`src/rtl/vga_fb_arbiter.sv`:
```
// Shares one single-port 640x480x8 framebuffer between VGA scanout and a CPU port.
// Video slots always own the port; CPU accesses fill the remaining cycles and are acked one cycle later.
module vga_fb_arbiter (
  input  logic        clk,
  input  logic        rst,
  input  logic        pix_tick,
  input  logic        active,
  input  logic [9:0]  posx,
  input  logic [9:0]  posy,
  input  logic        cpu_req,
  input  logic        cpu_we,
  input  logic [18:0] cpu_addr,
  input  logic [7:0]  cpu_wdata,
  output logic        cpu_ack,
  output logic [7:0]  cpu_rdata,
  output logic        cpu_err,
  output logic        mem_en,
  output logic        mem_we,
  output logic [18:0] mem_addr,
  output logic [7:0]  mem_wdata,
  input  logic [7:0]  mem_rdata,
  output logic [7:0]  pixel,
  output logic        state
);

  localparam logic S_IDLE     = 1'b0;
  localparam logic S_CPU_DONE = 1'b1;

  localparam logic [18:0] FB_SIZE = 19'd307200;

  // Handshake: cpu_req is held by the requester until cpu_ack; cpu_ack is a
  // single-cycle pulse, and cpu_rdata/cpu_err are only meaningful while it is high.

  logic        state_q;
  logic        state_d;
  logic        done_we_q;
  logic        done_err_q;
  logic        tick_d1;
  logic        slot_d1;
  logic [7:0]  pixel_q;
  logic        video_slot;
  logic        cpu_issue;
  logic        cpu_in_range;
  logic [18:0] video_addr;
  logic [18:0] posy_w;
  logic [18:0] posx_w;

  assign posy_w       = {9'd0, posy};
  assign posx_w       = {9'd0, posx};
  assign video_slot   = pix_tick && active && (posx < 10'd640) && (posy < 10'd480);
  assign video_addr   = (posy_w << 9) + (posy_w << 7) + posx_w;
  assign cpu_in_range = cpu_addr < FB_SIZE;
  assign cpu_issue    = !rst && (state_q == S_IDLE) && cpu_req && !video_slot;

  always_comb begin
    mem_en    = 1'b0;
    mem_we    = 1'b0;
    mem_addr  = 19'd0;
    mem_wdata = 8'd0;
    state_d   = state_q;
    if (!rst) begin
      if (video_slot) begin
        mem_en   = 1'b1;
        mem_addr = video_addr;
      end else if (cpu_issue && cpu_in_range) begin
        mem_en    = 1'b1;
        mem_we    = cpu_we;
        mem_addr  = cpu_addr;
        mem_wdata = cpu_wdata;
      end
    end
    case (state_q)
      S_IDLE:     if (cpu_issue) state_d = S_CPU_DONE;
      S_CPU_DONE: state_d = S_IDLE;
      default:    state_d = S_IDLE;
    endcase
  end

  always_ff @(posedge clk) begin
    if (rst) begin
      state_q    <= S_IDLE;
      done_we_q  <= 1'b0;
      done_err_q <= 1'b0;
      tick_d1    <= 1'b0;
      slot_d1    <= 1'b0;
      pixel_q    <= 8'd0;
    end else begin
      state_q <= state_d;
      // Out-of-range requests still walk through CPU_DONE so the requester gets its ack.
      if (cpu_issue) begin
        done_we_q  <= cpu_we;
        done_err_q <= !cpu_in_range;
      end
      tick_d1 <= pix_tick;
      slot_d1 <= video_slot;
      if (tick_d1) pixel_q <= slot_d1 ? mem_rdata : 8'd0;
    end
  end

  assign cpu_ack   = !rst && (state_q == S_CPU_DONE);
  assign cpu_err   = cpu_ack && done_err_q;
  assign cpu_rdata = (cpu_ack && !done_we_q && !done_err_q) ? mem_rdata : 8'd0;
  assign pixel     = rst ? 8'd0 : pixel_q;
  assign state     = rst ? S_IDLE : state_q;

endmodule
```
`config.mk`:
```
export PLATFORM = sky130hd
export DESIGN_NAME = vga_fb_arbiter
export DESIGN_NICKNAME = d
export VERILOG_FILES = /design/src/rtl/vga_fb_arbiter.sv
export SDC_FILE = /design/constraint.sdc
export NUM_CORES = 1
export LEC_CHECK = 0
export BUFFER_PORTS_ARGS = -buffer_cell sky130_fd_sc_hd__buf_2
export CAP_MARGIN = 15
export CORE_MARGIN = 4
export CORE_UTILIZATION = 45
export DETAILED_ROUTE_END_ITERATION = 10
export MAX_ROUTING_LAYER = met4
export PLACE_DENSITY = 0.87
export SYNTH_ARGS = -nofsm -noshare
export SYNTH_HDL_FRONTEND = slang
export SYNTH_SLANG_ARGS = --single-unit
```
`constraint.sdc`:
```
create_clock -name clk -period 7.6 [get_ports clk]
set_input_delay 0.76 -clock clk [delete_from_list [all_inputs] [get_ports clk]]
set_output_delay 0.76 -clock clk [all_outputs]
set_load 0.005 [all_outputs]
```
==> metrics.md <==
| Metric | Value |
|---|---|
| Status | finished, final reports clean |
| Total GRT Usage | 19.9% |
| Synth Flop Type | dfxtp_1 |
| Comb pwr share | roughly 47% |
| Worst EP arrival | around 3.0 ns |
| Final Hold Fails | 0 |
| Global-route wire length before repair | 6.82 mm |
| Vias in the first global route | 1571 |
| Net Sw Frac | between 30% and 40% |
| Slew HR | 48.9% |
| Initial Utilization | 46.3% |
| Post-route minimum period | 3.78 ns |
| TritonRoute pass-1 iters | 4 |
| Power Internal | 0.000137 W |
| GRT met2 Usage | 34.9% |
| R2R setup slack | 6.32 ns |
| Reg2reg end | done_we_q |
| CP endpoint kind | output port |
| Initial DRC Count | 126 |
| GRT busiest layer | met2 |
| Synth Area in Adders | 18.0% |
| Syn Inst Count | 200 |
| Worst hold path type | reg2reg |
| CTS Sinks | 13 |
| DR WL/cell | 12.4 um |
| CP Launch Type | input port |
| Cells along the critical path | buf_2 -> inv_1 -> fa_1 -> inv_1 -> ha_1 -> nand3_1 -> a21o_1 -> a21oi_1 -> or4_1 -> a32o_1 -> buf_2 |
| Mux cell area share after synthesis | 1.94% |
| Worst Hold Depth | 2 |
| CTS clk-pin slew, worst paths | 0.07 ns |
| ANT cells | 0 |
| Async S/R FF share, synth | 0% |
| Die width | 66.6 um |
| Worst vdd ir | between 0.06 and 0.07 mV |
| CTS tree | yes |
| Share of cells above drive strength 1 | 38.9% |
| Power Density | 98.1 nW/um2 |
| Register area share after synthesis | 16.8% |
| Slowest CP cell | fa_1 |
| Synth Cell Area | 1550 um2 |
| Number of cells on the worst reg-to-reg path | 5 |
| Dpl cell area | 2080 um2 |
| CP peak stage delay | between 0.5 and 0.6 ns |
| Mean post-synth cell area | just under 8 um2 |
| Worst-Margin Slew | 0.764 ns |
| Dpl hpwl | 3.69 mm |
| I/O pin count | roughly 110 |
| Clock Power Share | 19.0% |
| Die ar. | 4440 um2 |
| Family with the most delay on the worst path | adder cells |
| Setup TNS Final | 0 ns |
| Share of the clock period used by the worst path after layout | 49.7% |
| Crit Path Max Fanout | 2 |
| M3 GR Usage | approximately 3.2% |
| Leak | approximately 1.1 nW |
| Grt ovf | 0 |
| Worst setup path class | in2out |
| # hold bufs at CTS | 0 |
| Xor and xnor area share after synthesis | 3.40% |
| Final antenna-violating net count | 0 |
| Vias per cell | slightly above 5 |
| CTS buffer count | 3 |
| Post-Route WL | 4.32 mm |
| Worst-Skew Late Latency | 0.26 ns |
| WP buf/inv | 4 |
| Layout area overhead | 36.8% |
| Worst Skew | 0.00317 ns |
| Core footprint | between 3000 and 4000 um2 |
| Reg-to-Reg Start | state_q |
| Setup bufs post-CTS | 0 |
| Psw | 0.0000709 W |
| Nets | 386 |
| Hold_sp | pixel_q[4] |
| Complex-gate fraction of the synthesized area | 23.7% |
| Routed vias | about 1800 |
| Worst EP required | 6.84 ns |
| Largest net degree at the start of global routing | 27 |
| Share of total power in sequential cells | 34.4% |
| Synthesized Nets | 282 |
| Resize count post-CTS | 0 |
| Post-synth EDFFs | 0 |
| Final Cell Area | 2120 um2 |
| Slew Viols, Final | 0 |
| Initial antenna violation count | 0 |
| Hold Path Sink | pixel_q[4] |
| Drt drc | 0 |
| Synth warn | 0 |
| Main combinational cell family by area after synthesis | simple AND/OR/NAND/NOR gates |
| Number of H-tree levels | 1 |
| Yosys cell types | 41 |
| Yosys reg bits | 13 |
| Fmax | between 200 and 300 MHz |
| RSZ-0062 raised after global routing | no |
| Synth Area in Simple Gates | 29.7% |
| Max-capacitance violation count | 0 |
| Root Buffer | clkbuf_4 |
| Die Y | 66.6 um |
| GPL Wtd Cong | between 0.8 and 0.9 |
| M1 GR Usage | 24.2% |
| Final setup vio count | 0 |
| Row count | 21 |
| Maximum clock path buffer count | 2 |
| Port-buffer cells | 108 |
## final cells by class
type	count	area [um2]
Multi-Input combinational cell	167	1190
Sequential cell	13	260
Tap cell	46	57.6
Fill cell	307	1220
Timing Repair Buffer	109	548
Inverter	10	37.5
Clock buffer	4	26.3
## state kept, by name, summed over array words and instances, names as in the netlist
register    count
done_we_q       1
state_q         1
done_err_q      1
tick_d1         1
pixel_q         8
slot_d1         1
## logic make-up (layout without fill, tap and decap cells)
kind of cell    Yosys count  count (layout)
compound gates           55              55
fa+ha+maj                21              21
mux                       3               3
simple gates             82              82
buf+inv                  20             123
flops                    13              13
xor+xnor                  6               6
## layer usage
metal  wire length [um]  part of all wire [%]
met1               1790                    41
met2               2180                    51
met3                293                   6.8
met4                 53                   1.2
met5                  0                     0
## stage by stage
| step | hold WS [ns] | power [W] | utilization, % | instances | worst slack [ns] |
|---|---|---|---|---|---|
| final | 0.467 | 0.000208 | 63.4 | 349 | 3.82 |
| after global routing | 0.508 | 0.000227 | 63.4 | 349 | 3.70 |
| after CTS | 0.467 | 0.000209 | 63.2 | 348 | 3.83 |
| after detailed placement | 0.455 | 0.000169 | 62.4 | 344 | 3.84 |
| after global placement | 0.450 | 0.000168 | 62.4 | 344 | 3.86 |
| after floorplan | 0.441 | 0.000134 | - | 200 | 4.14 |
## worst min-delay path: cells and delay by family, from the launching register on
kind / cells / cell delay, ns
AOI/OAI and AO/OA: 1 / 0.05
and+or+nand+nor: 1 / 0.06
DFF: 1 / 0.31
## cells in the mapped netlist (all sizes together) (4+ instances only)
cell     n  area [um2]
nor2b   12        75.1
xnor2    4        35.0
inv     10        37.5
and2    19         119
nand2b   9        56.3
a21oi   24         135
nand3   11        55.1
nand2    6        22.5
dfxtp   13         260
nor2    16        60.1
o21ai    6        30.0
a22o    10        87.6
ha      19         238
buf      7        51.3
## worst max path at each step
stage / startpoint / to / slack [ns] / depth (start not counted)
2_1_floorplan: posx[9] / mem_addr[17] / 4.14 / 9
3_3_place_gp: posx[9] / mem_addr[17] / 3.86 / 11
3_5_place_dp: posx[9] / mem_addr[17] / 3.84 / 11
4_1_cts: posx[9] / mem_addr[17] / 3.83 / 11
5_1_grt: posx[9] / mem_addr[16] / 3.70 / 10
6_report: posx[9] / mem_addr[17] / 3.82 / 11
## layout by cell type (no fill, tap or decap), types with 3 or more instances in the layout
master    Yosys  layout
dfxtp_1      13      13
nand2_1       6       6
clkbuf_4      0       3
buf_2         2     108
a21oi_1      20      20
a21oi_2       4       4
nand3_1      11      11
inv_1        10      10
ha_1         19      19
a31oi_1       3       3
and2_1       19      19
a22o_1       10      10
nand2b_1      9       9
xnor2_1       4       4
mux2i_1       3       3
nor2_1       16      16
nor2b_1      12      12
o21ai_0       6       6
## power groups by stage
stage               sequential, W  clock [W]  combinational (W)
finish                  0.0000713  0.0000394          0.0000969
global route            0.0000717  0.0000465           0.000109
CTS                     0.0000713  0.0000412          0.0000967
detailed placement      0.0000728          0          0.0000961
global placement        0.0000727          0          0.0000949
floorplan               0.0000717          0          0.0000625
Note: power is estimated with default switching activity, not from simulation.
